File: config.mk
export PLATFORM = sky130hd
export DESIGN_NAME = sram_access_ctrl_flat
export DESIGN_NICKNAME = d
export VERILOG_FILES = /design/src/rtl/sram_access_ctrl_if.sv /design/src/rtl/sram_access_ctrl.sv /design/src/flat_wrapper.sv
export SDC_FILE = /design/constraint.sdc
export NUM_CORES = 1
export LEC_CHECK = 0
export ABC_AREA = 1
export BUFFER_PORTS_ARGS = -buffer_cell sky130_fd_sc_hd__buf_2
export CAP_MARGIN = 20
export CORE_ASPECT_RATIO = 0.9
export CORE_MARGIN = 2
export CORE_UTILIZATION = 30
export CTS_CLUSTER_SIZE = 25
export DETAILED_ROUTE_END_ITERATION = 12
export SLEW_MARGIN = 30
export SYNTH_ARGS = -nofsm -noshare
export SYNTH_HDL_FRONTEND = slang
export SYNTH_SLANG_ARGS = --single-unit
File: constraint.sdc
create_clock -name clk_i -period 10.1 [get_ports clk_i]
set_input_delay 1.515 -clock clk_i [delete_from_list [all_inputs] [get_ports clk_i]]
set_output_delay 1.515 -clock clk_i [all_outputs]
set_load 0.02 [all_outputs]
File: src/rtl/sram_access_ctrl_if.sv
// rtl/sram_access_ctrl_if.sv - request/response handshake bundle for sram_access_ctrl
interface sram_access_ctrl_if;
    logic        req_valid;
    logic        req_ready;
    logic        req_we;
    logic [14:0] req_addr;
    logic [31:0] req_wdata;
    logic        rsp_valid;
    logic        rsp_ready;
    logic [31:0] rsp_data;

    modport master (
        output req_valid, req_we, req_addr, req_wdata, rsp_ready,
        input  req_ready, rsp_valid, rsp_data
    );

    modport slave (
        input  req_valid, req_we, req_addr, req_wdata, rsp_ready,
        output req_ready, rsp_valid, rsp_data
    );
endinterface

File: src/rtl/sram_access_ctrl.sv
// rtl/sram_access_ctrl.sv - element-wide request sequencer for a reconfigurable 1k x 32 SRAM macro
module sram_access_ctrl #(
    parameter int RD_LAT     = 1,
    parameter int RESP_DEPTH = 2
) (
    input  logic        clk_i,
    input  logic        rst_i,
    input  logic        cfg_valid_i,
    input  logic [2:0]  cfg_conf_i,
    output logic        cfg_ready_o,
    output logic [2:0]  conf_o,
    sram_access_ctrl_if.slave bus,
    output logic        sram_en_o,
    output logic        sram_we_o,
    output logic [9:0]  sram_addr_o,
    output logic [31:0] sram_wmask_o,
    output logic [31:0] sram_din_o,
    input  logic [31:0] sram_dout_i,
    output logic        busy_o
);
    localparam int PW = $clog2(RESP_DEPTH);
    localparam int CW = $clog2(RESP_DEPTH + 1);

    typedef enum logic [0:0] {IDLE, CFG_DRAIN} state_t;

    function automatic logic [4:0] lane_shift(input logic [2:0] kk, input logic [4:0] ln);
        return 5'(ln << (3'd5 - kk));
    endfunction

    function automatic logic [31:0] elem_mask(input logic [2:0] kk);
        return 32'hFFFF_FFFF >> (6'd32 - (6'd32 >> kk));
    endfunction

    state_t      state_q, state_d;
    logic [2:0]  conf_q, conf_d;
    logic [2:0]  k;
    logic [4:0]  lane, idx_msk;
    logic [9:0]  word;
    logic [31:0] wmask, din_rep;
    logic        req_ready, accept, credit, any_inflight;
    int          occ;

    logic        en_q, we_q;
    logic [9:0]  addr_q;
    logic [31:0] wmask_q, din_q;
    logic [4:0]  lane_q;
    logic [2:0]  k_q;
    logic [RD_LAT-1:0]      pv_q;
    logic [RD_LAT-1:0][4:0] pl_q;
    logic [RD_LAT-1:0][2:0] pk_q;

    logic [31:0]   mem_q [RESP_DEPTH];
    logic [PW-1:0] wp_q, rp_q;
    logic [CW-1:0] cnt_q;
    logic          push, pop;
    logic [31:0]   push_data;

    // Codes 110/111 behave as 32k x 1.
    always_comb begin
        k       = (conf_q > 3'd5) ? 3'd5 : conf_q;
        lane    = bus.req_addr[4:0] & 5'((6'd1 << k) - 6'd1);
        word    = 10'(bus.req_addr >> k);
        wmask   = elem_mask(k) << lane_shift(k, lane);
        idx_msk = 5'((6'd32 >> k) - 6'd1);
        din_rep = '0;
        for (int i = 0; i < 32; i++) begin
            din_rep[i] = bus.req_wdata[5'(i) & idx_msk];
        end
    end

    // Credits cover every read that will land in the FIFO, including ones still on the macro.
    always_comb begin
        occ = 32'(cnt_q) + 32'(en_q & ~we_q);
        for (int i = 0; i < RD_LAT; i++) begin
            occ = occ + 32'(pv_q[i]);
        end
        credit       = occ < RESP_DEPTH;
        any_inflight = en_q | (|pv_q);
    end

    always_comb begin
        state_d     = state_q;
        conf_d      = conf_q;
        cfg_ready_o = 1'b0;
        req_ready   = 1'b0;
        case (state_q)
            IDLE: begin
                if (cfg_valid_i) begin
                    state_d = CFG_DRAIN;
                end else begin
                    req_ready = bus.req_we | credit;
                end
            end
            CFG_DRAIN: begin
                if (!any_inflight) begin
                    conf_d      = cfg_conf_i;
                    cfg_ready_o = 1'b1;
                    state_d     = IDLE;
                end
            end
            default: state_d = IDLE;
        endcase
    end

    assign accept    = bus.req_valid & req_ready;
    assign push      = pv_q[RD_LAT-1];
    assign pop       = (cnt_q != '0) & bus.rsp_ready;
    assign push_data = (sram_dout_i >> lane_shift(pk_q[RD_LAT-1], pl_q[RD_LAT-1]))
                     & elem_mask(pk_q[RD_LAT-1]);

    always_ff @(posedge clk_i) begin
        if (rst_i) begin
            state_q <= IDLE;
            conf_q  <= '0;
            en_q    <= 1'b0;
            we_q    <= 1'b0;
            addr_q  <= '0;
            wmask_q <= '0;
            din_q   <= '0;
            lane_q  <= '0;
            k_q     <= '0;
            pv_q    <= '0;
            pl_q    <= '0;
            pk_q    <= '0;
            wp_q    <= '0;
            rp_q    <= '0;
            cnt_q   <= '0;
        end else begin
            state_q <= state_d;
            conf_q  <= conf_d;
            en_q    <= accept;
            we_q    <= accept & bus.req_we;
            addr_q  <= accept ? word : '0;
            wmask_q <= (accept & bus.req_we) ? wmask : '0;
            din_q   <= (accept & bus.req_we) ? din_rep : '0;
            lane_q  <= lane;
            k_q     <= k;
            pv_q[0] <= en_q & ~we_q;
            pl_q[0] <= lane_q;
            pk_q[0] <= k_q;
            for (int i = 1; i < RD_LAT; i++) begin
                pv_q[i] <= pv_q[i-1];
                pl_q[i] <= pl_q[i-1];
                pk_q[i] <= pk_q[i-1];
            end
            if (push) begin
                mem_q[wp_q] <= push_data;
                wp_q        <= wp_q + PW'(1);
            end
            if (pop) begin
                rp_q <= rp_q + PW'(1);
            end
            if (push && !pop) begin
                cnt_q <= cnt_q + CW'(1);
            end else if (pop && !push) begin
                cnt_q <= cnt_q - CW'(1);
            end
        end
    end

    assign bus.req_ready = req_ready;
    assign bus.rsp_valid = (cnt_q != '0);
    assign bus.rsp_data  = (cnt_q != '0) ? mem_q[rp_q] : '0;
    assign conf_o        = conf_q;
    assign sram_en_o     = en_q;
    assign sram_we_o     = we_q;
    assign sram_addr_o   = addr_q;
    assign sram_wmask_o  = wmask_q;
    assign sram_din_o    = din_q;
    assign busy_o        = any_inflight | (cnt_q != '0) | (state_q == CFG_DRAIN) | cfg_valid_i;
endmodule

File: src/flat_wrapper.sv
// flat-port wrapper written by rule: the top's interface ports become plain ports
module sram_access_ctrl_flat 
#(
    parameter int RD_LAT     = 1,
    parameter int RESP_DEPTH = 2
)
  (clk_i, rst_i, cfg_valid_i, cfg_conf_i, cfg_ready_o, conf_o, sram_en_o, sram_we_o, sram_addr_o, sram_wmask_o, sram_din_o, sram_dout_i, busy_o, bus_req_valid, bus_req_we, bus_req_addr, bus_req_wdata, bus_rsp_ready, bus_req_ready, bus_rsp_valid, bus_rsp_data);
  sram_access_ctrl_if bus_i ();
  input  logic clk_i;
  input  logic rst_i;
  input  logic cfg_valid_i;
  input  logic [2:0] cfg_conf_i;
  output logic cfg_ready_o;
  output logic [2:0] conf_o;
  output logic sram_en_o;
  output logic sram_we_o;
  output logic [9:0] sram_addr_o;
  output logic [31:0] sram_wmask_o;
  output logic [31:0] sram_din_o;
  input  logic [31:0] sram_dout_i;
  output logic busy_o;
  input wire logic [$bits(bus_i.req_valid)-1:0] bus_req_valid;
  input wire logic [$bits(bus_i.req_we)-1:0] bus_req_we;
  input wire logic [$bits(bus_i.req_addr)-1:0] bus_req_addr;
  input wire logic [$bits(bus_i.req_wdata)-1:0] bus_req_wdata;
  input wire logic [$bits(bus_i.rsp_ready)-1:0] bus_rsp_ready;
  output wire logic [$bits(bus_i.req_ready)-1:0] bus_req_ready;
  output wire logic [$bits(bus_i.rsp_valid)-1:0] bus_rsp_valid;
  output wire logic [$bits(bus_i.rsp_data)-1:0] bus_rsp_data;
  assign bus_i.req_valid = bus_req_valid;
  assign bus_i.req_we = bus_req_we;
  assign bus_i.req_addr = bus_req_addr;
  assign bus_i.req_wdata = bus_req_wdata;
  assign bus_i.rsp_ready = bus_rsp_ready;
  assign bus_req_ready = bus_i.req_ready;
  assign bus_rsp_valid = bus_i.rsp_valid;
  assign bus_rsp_data = bus_i.rsp_data;
  sram_access_ctrl #(.RD_LAT(RD_LAT), .RESP_DEPTH(RESP_DEPTH)) u_core (.clk_i(clk_i), .rst_i(rst_i), .cfg_valid_i(cfg_valid_i), .cfg_conf_i(cfg_conf_i), .cfg_ready_o(cfg_ready_o), .conf_o(conf_o), .bus(bus_i), .sram_en_o(sram_en_o), .sram_we_o(sram_we_o), .sram_addr_o(sram_addr_o), .sram_wmask_o(sram_wmask_o), .sram_din_o(sram_din_o), .sram_dout_i(sram_dout_i), .busy_o(busy_o));
endmodule
==> results of run 1 <==
==> cell usage in the layout, fill, tap and decap left out, types with 7 or more instances in the layout <==
master,Yosys,final
nand2_1,434,434
buf_2,29,202
nor2_1,133,131
inv_1,108,108
dfxtp_1,102,102
a21oi_1,96,96
nand3_1,92,92
o21ai_1,78,78
o21ai_0,69,69
edfxtp_1,64,64
o211ai_1,23,23
inv_2,20,21
clkbuf_16,0,17
nor3_1,15,14
ha_1,10,10
buf_4,8,10
a31oi_1,8,8
diode_2,0,7
or2_2,7,7
==> critical path, stage by stage (launching register included) <==
cell	delay, ns
dfxtp_1	0.39
nor2_1	0.18
buf_4	0.29
nand2_1	0.14
ha_1	0.82
clkinv_1	0.61
nand2_1	0.47
inv_1	0.21
nand2_1	0.14
o22ai_1	0.08
a21oi_1	0.14
o21ai_1	0.07
==> cells in the mapped netlist (2+ instances only) <==
library cell	instances
a211oi_1	5
a21oi_1	96
a21oi_2	2
a221oi_1	4
a22oi_1	2
a31oi_1	8
and2_1	2
buf_1	2
buf_2	29
buf_4	8
buf_6	2
clkbuf_1	38
dfxtp_1	102
edfxtp_1	64
ha_1	10
inv_1	108
inv_2	20
mux2i_1	3
nand2_1	434
nand2_2	4
nand3_1	92
nand4_1	6
nor2_1	133
nor2_2	4
nor2_4	4
nor3_1	15
nor4_1	2
o211ai_1	23
o21a_1	3
o21ai_0	69
o21ai_1	78
o221ai_1	2
o22ai_1	6
or2_1	2
or2_2	7
==> worst max-delay path by stage <==
stage                                   from                            endpoint  slack [ns]  cells after the start
6_report       u_core.conf_o[1]$_SDFFE_PP0P_    u_core.sram_din_o[29]$_SDFF_PP0_        6.42                     11
5_1_grt        u_core.conf_o[1]$_SDFFE_PP0P_  u_core.sram_wmask_o[25]$_SDFF_PP0_        6.07                     15
4_1_cts                                 flop                    bus_rsp_data[15]        6.47                      5
3_5_place_dp   u_core.conf_o[1]$_SDFFE_PP0P_    u_core.sram_din_o[29]$_SDFF_PP0_        6.49                     11
3_3_place_gp                     cfg_valid_i                       bus_req_ready        6.53                      3
2_1_floorplan                          rst_i        u_core.mem_q[1][0]$_DFFE_PP_        5.68                      2
==> report_power, final <==
group	total (W)	switching, W	internal [W]
clock	0.000623	0.000270	0.000353
sequential	0.000726	0.00000980	0.000716
combinational	0.000495	0.000352	0.000144
total	0.00184	0.000631	0.00121
==> metal layers <==
layer  GRT usage [%]  up-vias  wire (um)
met4            5.09        4        577
met3            4.51       45       2270
met2            32.0      323      15100
li1                -     4920          -
met5               0        -         21
met1            23.4     4470      13200
==> registers in the layout (all words and copies together), names as in the netlist, 3 cells and up, named ones only <==
name	cells
u_core.mem_q	64
u_core.sram_din_o	32
u_core.sram_wmask_o	32
u_core.sram_addr_o	10
u_core.lane_q	5
u_core.pl_q	5
u_core.conf_o	3
u_core.k_q	3
u_core.pk_q	3
==> kinds of logic (layout without fill, tap and decap cells) <==
kind of cell,after synthesis,in the layout,synth area share (%)
buf+inv,209,375,9.07
fa+ha+maj,10,10,1.31
simple gates,707,707,30.2
other cells,0,7,0
flops,166,166,41.4
xor+xnor,1,1,0.170
compound gates,303,303,17.5
mux,3,3,0.314
==> layout make-up <==
cell class | count | area share [%]
sequential | 166 | 34.7
multi-input combinational | 1024 | 41.7
clock inverter | 11 | 0.876
tap | 416 | 4.55
inverter | 130 | 4.29
clock buffer | 21 | 4.03
antenna | 7 | 0.153
timing repair buffer | 213 | 9.74
==> per-stage QoR <==
stage | power, W | instances | hold WS [ns] | setup WS, ns
floorplan | 0.00108 | 1399 | 0.388 | 5.68
global placement | 0.00123 | 1948 | 0.394 | 6.53
detailed placement | 0.00123 | 1948 | 0.393 | 6.49
CTS | 0.00186 | 1980 | 0.403 | 6.47
global route | 0.00194 | 1983 | 0.413 | 6.07
finish | 0.00184 | 1988 | 0.393 | 6.42
==> qor.csv, run 1 <==
metric;value;unit
status;finished clean;
yosysWarnings;0;
seqCellArea;3960;um2
core_area;31700;um2
worstRegToRegCells;11;
grt_max_degree;59;
clock_latency;0.44;ns
overflow;0;
grt_pass1_vias;9112;
min_path_type;reg -> reg;
slew_violations;0;
rsz0062_at_grt;no;
r2r_end;u_core.sram_din_o[29]$_SDFF_PP0_;
antenna_found_initial;6;
worst_setup_path_start_kind;flop;
hold_depth;2;
hold_viol_final;0;
crit_required;10.41;ns
post-route-min-period;3.68;ns
via_count;9762;
hp-start;u_core.k_q[1]$_SDFF_PP0_;
dp_hpwl;23400;um
relSlewSlack;35.0;%
synth_top_cell_area_share;21.3;%
drive_gt1_share;18.7;%
nets;1650;
reg2reg_slack;6.42;ns
critPathKind;reg -> reg;
synth_largest_area_cell;dfxtp_1;
synth-seq-area-share;41.4;%
peakVddDrop;0.123;mV
p_leak;5.49;nW
pin_count;203;
htree_levels;4;
clock-sinks;166;
power_density;161;nW/um2
fin_util;36.1;%
routabilityCongestion;0.900;
die_w;192;um
ys_types;45;
path_max_fanout;24;
dr.pass1.iters;5;
finalSetupTns;0;ns
postSynthNetCount;1497;
clkTransAtPathRegs;0.07;ns
drt-initial-drc-count;833;
ant_nets;0;
finalSetupViolCount;0;
detail_route.wirelength;31200;um
drc;0;
place_area;10800;um2
via_per_inst;4.91;
hold_buffers;0;
numCtsBuffers;17;
initial_core_util;30.3;%
maxCapViolations;0;
synth.ff_latch_count;166;
post_cts_resized;0;
synthFlopType;dfxtp_1;
r2r-start;u_core.conf_o[1]$_SDFFE_PP0P_;
syn_area;9580;um2
cts_tree;yes;
max_slew.worst_pin.slew;0.969;ns
worstSetupEndpointType;flop;
track_usage;18.7;%
synth_edf_count;64;
cts.path.max_buffers;2;
port_buffers;202;
max_freq;272;MHz
clk_root_buffer_cell;clkbuf_16;
multi_input_area;4770;um2
synth_area_per_cell;6.85;um2
wl_per_cell;15.7;um
finClkSkew;0.0112;ns
post-cts-setup-buffers;0;
die_area;33400;um2
async_reset_ff_share;0;%
num_rows;62;
holdPathEnd;u_core.pk_q[1]$_SDFF_PP0_;
finish.instance_area;11400;um2
synthCells;1399;
grt_pass1_wl;48700;um
netlist_top_cells_area;dfxtp_1 (21%), edfxtp_1 (20%), nand2_1 (17%), nor2_1 (5.2%), a21oi_1 (5.0%);
die_y;174;um
syn2layout_area_growth;19.4;%
critPathArrivalTime;3.99;ns
fin_crit_sh;36.4;%
nFillCells;3461;
Power figures use the tool's default switching activity.
==> inputs of run 2 (changes only) <==
--- a/config.mk
+++ b/config.mk
@@ -5,7 +5,7 @@
 export SDC_FILE = /design/constraint.sdc
 export NUM_CORES = 1
 export LEC_CHECK = 0
-export ABC_AREA = 1
+export ABC_AREA = 0
 export BUFFER_PORTS_ARGS = -buffer_cell sky130_fd_sc_hd__buf_2
 export CAP_MARGIN = 20
 export CORE_ASPECT_RATIO = 0.9
==> constraint.sdc (replaced) <==
create_clock -name clk_i -period 3.2 [get_ports clk_i]
set_input_delay 0.48 -clock clk_i [delete_from_list [all_inputs] [get_ports clk_i]]
set_output_delay 0.48 -clock clk_i [all_outputs]
set_load 0.02 [all_outputs]
==> run 2 against run 1 <==
Synthesized cell count down 14%. Sequential power rose to 3.2 times the previous value. Count of clock-buffer cells in the layout down 3. Clock power rose to 3.0 times the previous value. Cell count down 6.7%. First-iteration DRC count down 4.2%. Die area up 7.9%. Register-to-register slack worse by 6.4 ns. Routed wire length up 11%. Cell area up 9.7%. Largest cell class unchanged. Largest power group unchanged.
==> qor.csv, run 2 <==
metric;value;unit
layout_commonest_cell;buf_2;
peakVddDrop;0.459;mV
nets;1476;
drt-initial-drc-count;798;
largest_reg_flops;64;
die_area;36000;um2
routabilityCongestion;0.921;
htree_levels;4;
worstSetupEndpointType;flop;
max_slew.worst_pin.slew;0.811;ns
synth_edf_count;64;
worstPathCellList;nor2b_1 > nand2_1 > ha_1 > buf_4 > xnor2_1 > or4_1 > nor4_1;
max_freq;317;MHz
port_buffers;202;
finalSetupViolCount;0;
worstRegToRegCells;7;
holdPathEnd;u_core.conf_o[2]$_SDFFE_PP0P_;
rsz0062_at_grt;no;
grt_pass1_wl;54000;um
overflow;0;
hold_buffers;0;
finClkSkew;0.0194;ns
max_stage_delay;0.74;ns
maxCapViolations;0;
slew_violations;0;
synth_top_cell_area_share;19.7;%
drc;0;
drive_gt1_share;24.9;%
post_cts_resized;0;
fin_crit_sh;98.6;%
track_usage;19.3;%
reg2reg_slack;0.05;ns
crit_required;3.32;ns
core_area;34000;um2
post-cts-setup-buffers;0;
antenna_found_initial;2;
numCtsBuffers;17;
post-route-min-period;3.15;ns
final_cell_mix;buf_2 (202), nand2_1 (140), nor2_1 (139);
dp_slack;0.0872;ns
synth_area_per_cell;8.65;um2
synth.ff_latch_count;166;
largest-register;u_core.mem_q;
async_reset_ff_share;0;%
postSynthNetCount;1295;
synth-seq-area-share;38.3;%
synth_largest_area_cell;dfxtp_1;
layout_setup_ws;0.0455;ns
die_y;180;um
wl_per_cell;18.7;um
synthCells;1197;
initial_core_util;30.4;%
power_density;465;nW/um2
via_count;9835;
hold_viol_final;0;
clock_latency;0.43;ns
clkTransAtPathRegs;0.07;ns
via_per_inst;5.30;
hp-start;cfg_conf_i[2];
cts_tree;yes;
cts.path.max_buffers;2;
cp_slowest_cell;nor4_1;
ys_types;83;
yosysWarnings;0;
min_path_type;in -> reg;
critPathKind;reg -> reg;
critPathArrivalTime;3.27;ns
yosysMostFrequentCell;nor2_1;
dr.pass1.iters;5;
synthFlopType;dfxtp_1;
clk_root_buffer_cell;clkbuf_16;
status;finished clean;
worst_setup_path_start_kind;flop;
path_max_fanout;11;
r2r_end;u_core.mem_q[1][30]$_DFFE_PP_;
netlist_top_cells_area;dfxtp_1 (20%), edfxtp_1 (19%), mux2i_1 (10%), nor2_1 (5.1%), nand2_1 (5.1%);
pin_count;203;
finalSetupTns;0;ns
relSlewSlack;45.9;%
grt_pass1_vias;9539;
syn_area;10400;um2
grt_max_degree;40;
dp_hpwl;26200;um
clock-sinks;166;
hold_depth;3;
p_leak;5.51;nW
detail_route.wirelength;34800;um
syn2layout_area_growth;21.1;%
ant_nets;0;
synth_top_cells_by_count;nor2_1 (141), nand2_1 (140), mux2i_1 (108), dfxtp_1 (102), a21oi_1 (84);
r2r-start;u_core.pk_q[2]$_SDFF_PP0_;
num_rows;64;
die_w;200;um
==> run 2: worst max-delay path, delay by kind of cell, from the launching register on <==
family | cells | cell delay [ns]
flip-flops | 1 | 0.50
adder cells (fa/ha/maj) | 1 | 0.23
AND/OR/NAND/NOR | 4 | 1.78
XOR/XNOR | 1 | 0.16
buffers and inverters | 1 | 0.19
==> run 2: cells by family (layout without fill, tap and decap cells) <==
family          Yosys count  in the layout  synth area share (%)
simple gates            466            466                  21.4
compound gates          291            291                  18.1
flops                   166            166                  38.3
mux                     141            141                  15.2
buf+inv                 115            308                  5.03
fa+ha+maj                11             11                  1.30
xor+xnor                  7              7                 0.665
other cells               0              2                     0
==> run 2: worst max path at each step <==
stage                                        startpoint                                 end  slack, ns  cells after the start
after global routing          u_core.pk_q[2]$_SDFF_PP0_       u_core.mem_q[0][30]$_DFFE_PP_       0.08                      7
after detailed placement      u_core.pk_q[0]$_SDFF_PP0_       u_core.mem_q[0][30]$_DFFE_PP_       0.09                      6
after floorplan           u_core.conf_o[2]$_SDFFE_PP0P_  u_core.sram_wmask_o[27]$_SDFF_PP0_       0.03                     14
final                         u_core.pk_q[2]$_SDFF_PP0_       u_core.mem_q[1][30]$_DFFE_PP_       0.05                      7
after global placement        u_core.pk_q[0]$_SDFF_PP0_       u_core.mem_q[1][30]$_DFFE_PP_       0.15                      6
after CTS                     u_core.pk_q[0]$_SDFF_PP0_       u_core.mem_q[0][30]$_DFFE_PP_       0.07                      7
==> run 2: report_power, final <==
group          total [W]  leakage, nW  switching, W  internal (W)
Sequential       0.00234         1.41     0.0000798       0.00226
Clock            0.00190        0.247      0.000900       0.00100
Combinational    0.00160         3.85       0.00101      0.000584
==> run 2: stage by stage <==
stage          hold WS [ns]  total power, W  instance area (um2)  util (%)  instances
6_report              0.305         0.00583                12500      36.9       1854
3_5_place_dp          0.428         0.00398                12000      35.3       1821
4_1_cts               0.283         0.00590                12500      36.8       1852
3_3_place_gp          0.428         0.00397                12000      35.3       1821
5_1_grt               0.304         0.00613                12500      36.9       1854
2_1_floorplan         0.414         0.00341                10400         -       1197
==> run 2: area by class of cell <==
type / instances / area [um2]
Multi-Input combinational cell: 916 / 5890
Fill cell: 3522 / 21500
Clock inverter: 13 / 101
Inverter: 17 / 63.8
Clock buffer: 18 / 429
Sequential cell: 166 / 3970
Timing Repair Buffer: 260 / 1510
Antenna cell: 2 / 5.00
Tap cell: 462 / 578
==> run 2: layer usage <==
metal	track usage (%)	routed length (um)	up-vias
li1	-	-	4701
met5	0	0	-
met4	5.99	745	0
met3	3.18	1910	47
met2	30.2	15800	337
met1	27.0	16300	4750
==> inputs of run 3 (changes only) <==
--- a/config.mk
+++ b/config.mk
@@ -13,6 +13,7 @@
 export CORE_UTILIZATION = 30
 export CTS_CLUSTER_SIZE = 25
 export DETAILED_ROUTE_END_ITERATION = 12
+export SETUP_SLACK_MARGIN = 0.2
 export SLEW_MARGIN = 30
 export SYNTH_ARGS = -nofsm -noshare
 export SYNTH_HDL_FRONTEND = slang
==> run 3 against run 2 <==
First-iteration DRC count up 14%. Non-clock buffer count down 2. Sequential share of layout area down 0.16 points. Routed wire length down 1.4%.
==> qor.csv, run 3 (synthesis results as in run 2) <==
metric;value;unit
path_max_fanout;25;
grt_pass1_wl;52800;um
ant_nets;0;
syn2layout_area_growth;21.8;%
rsz0062_at_grt;no;
hold_viol_final;0;
die_w;200;um
worstSetupEndpointType;flop;
die_y;180;um
grt_max_degree;40;
dp_hpwl;25900;um
largest_reg_flops;64;
cts_tree;yes;
p_comb_share;26.5;%
cts.path.max_buffers;2;
peakVddDrop;0.351;mV
p_seq_share;38.5;%
clock-sinks;166;
core_area;34000;um2
top_usage_layer;met2;
relSlewSlack;50.2;%
power_density;479;nW/um2
layout_commonest_cell;buf_2;
routabilityCongestion;0.934;
initial_core_util;30.4;%
htree_levels;4;
die_area;36000;um2
dr.pass1.iters;6;
max_freq;351;MHz
overflow;0;
via_count;9865;
min_path_type;in -> reg;
drc;0;
stdcell_count;1853;
pin_count;203;
port_buffers;202;
largest-register;u_core.mem_q;
drive_gt1_share;25.6;%
final_cell_mix;buf_2 (202), nand2_1 (140), nor2_1 (139);
max_slew.worst_pin.slew;0.738;ns
grt_pass1_vias;9199;
grt_util_met2;28.4;%
critPathArrivalTime;3.09;ns
internal-power;0.00396;W
slew_violations;0;
critPathKind;reg -> reg;
cp_slowest_cell;a211oi_1;
num_rows;64;
grtUsageMet1;26.6;%
use_met3;4.30;%
power_frac_clock;35.0;%
finClkSkew;0.0142;ns
worst_setup_path_start_kind;flop;
max_stage_delay;0.57;ns
placed_cells;1819;
clkTransAtPathRegs;0.07;ns
wl_per_cell;18.5;um
p_leak;5.53;nW
via_per_inst;5.32;
worstPathCellList;buf_4 > and4b_1 > buf_4 > nand2_1 > and3_1 > a211oi_1 > nand3_1 > a21oi_1;
timing.critical_path.mode_cell;buf_4;
maxCapViolations;0;
finalSetupTns;0;ns
track_usage;18.8;%
finalSetupViolCount;0;
clock_latency;0.43;ns
status;finished clean;
antenna_found_initial;2;
nets;1474;
detail_route.wirelength;34300;um
drt-initial-drc-count;913;
power_switching;0.00208;W
switching_share;34.5;%
crit_required;3.44;ns
post-route-min-period;2.85;ns
fin_crit_sh;89.1;%
clk_root_buffer_cell;clkbuf_16;
numCtsBuffers;17;
==> run 3: changes by cell type in the layout (fill, tap and decap cells not counted), moves of 2 or more <==
cell,delta
inv_1,-2
inv_2,+2
buf_12,-2
inv_8,+6
clkinvlp_4,-2
inv_6,-2
==> run 3: path summary, 6_finish.rpt <==
check | startpoint | endpoint | slack [ns] | depth (start not counted)
worst min-delay path | cfg_conf_i[2] | u_core.conf_o[2]$_SDFFE_PP0P_ | 0.29 | 3
worst max-delay path | u_core.pk_q[2]$_SDFF_PP0_ | u_core.mem_q[1][13]$_DFFE_PP_ | 0.35 | 8
worst max register to register | u_core.pk_q[2]$_SDFF_PP0_ | u_core.mem_q[1][13]$_DFFE_PP_ | 0.35 | 8
worst min register to register | u_core.k_q[1]$_SDFF_PP0_ | u_core.pk_q[1]$_SDFF_PP0_ | 0.44 | 1
==> run 3: area by class of cell <==
class | count | area (um2)
clock inverter | 15 | 178
multi-input combinational | 916 | 5920
tap | 462 | 578
fill | 3538 | 21400
antenna | 2 | 5.00
inverter | 17 | 63.8
sequential | 166 | 3970
clock buffer | 17 | 425
timing repair buffer | 258 | 1470
==> run 3: repair_timing <==
action | in CTS | in global routing
setup buffers | 0 | 0
endpoints found under the hold margin | 0 | 0
hold buffers | 0 | 0
endpoints found under the setup margin | 4 | 29
resized for setup | 2 | 6
==> run 3: layer usage <==
metal,routed length (um),part of all wire (%)
met4,665,1.9
met5,0,0
met2,15300,45
met1,16000,47
met3,2330,6.8
==> run 3: critical path: cells and delay by family, from the launching register on <==
| family | cells | cell delay, ns |
|---|---|---|
| compound gates | 2 | 0.84 |
| buf+inv | 2 | 0.60 |
| simple gates | 4 | 0.74 |
| flops | 1 | 0.49 |
==> run 3: stage by stage <==
step	hold slack, ns	total power (W)	util [%]	cell area (um2)	setup WS, ns
after floorplan	0.414	0.00341	-	10400	0.228
final	0.293	0.00604	37.0	12600	0.350
after global routing	0.306	0.00634	37.0	12600	0.242
after global placement	0.432	0.00396	35.2	12000	0.0871
after detailed placement	0.427	0.00397	35.2	12000	0.0312
after CTS	0.271	0.00610	37.0	12600	0.210
==> run 3: power groups by stage <==
| stage | clock network (W) | logic, W | registers (W) |
|---|---|---|---|
| after floorplan | 0 | 0.00105 | 0.00236 |
| after global placement | 0 | 0.00158 | 0.00238 |
| after detailed placement | 0 | 0.00159 | 0.00238 |
| after CTS | 0.00217 | 0.00160 | 0.00233 |
| after global routing | 0.00226 | 0.00174 | 0.00234 |
| final | 0.00211 | 0.00160 | 0.00233 |
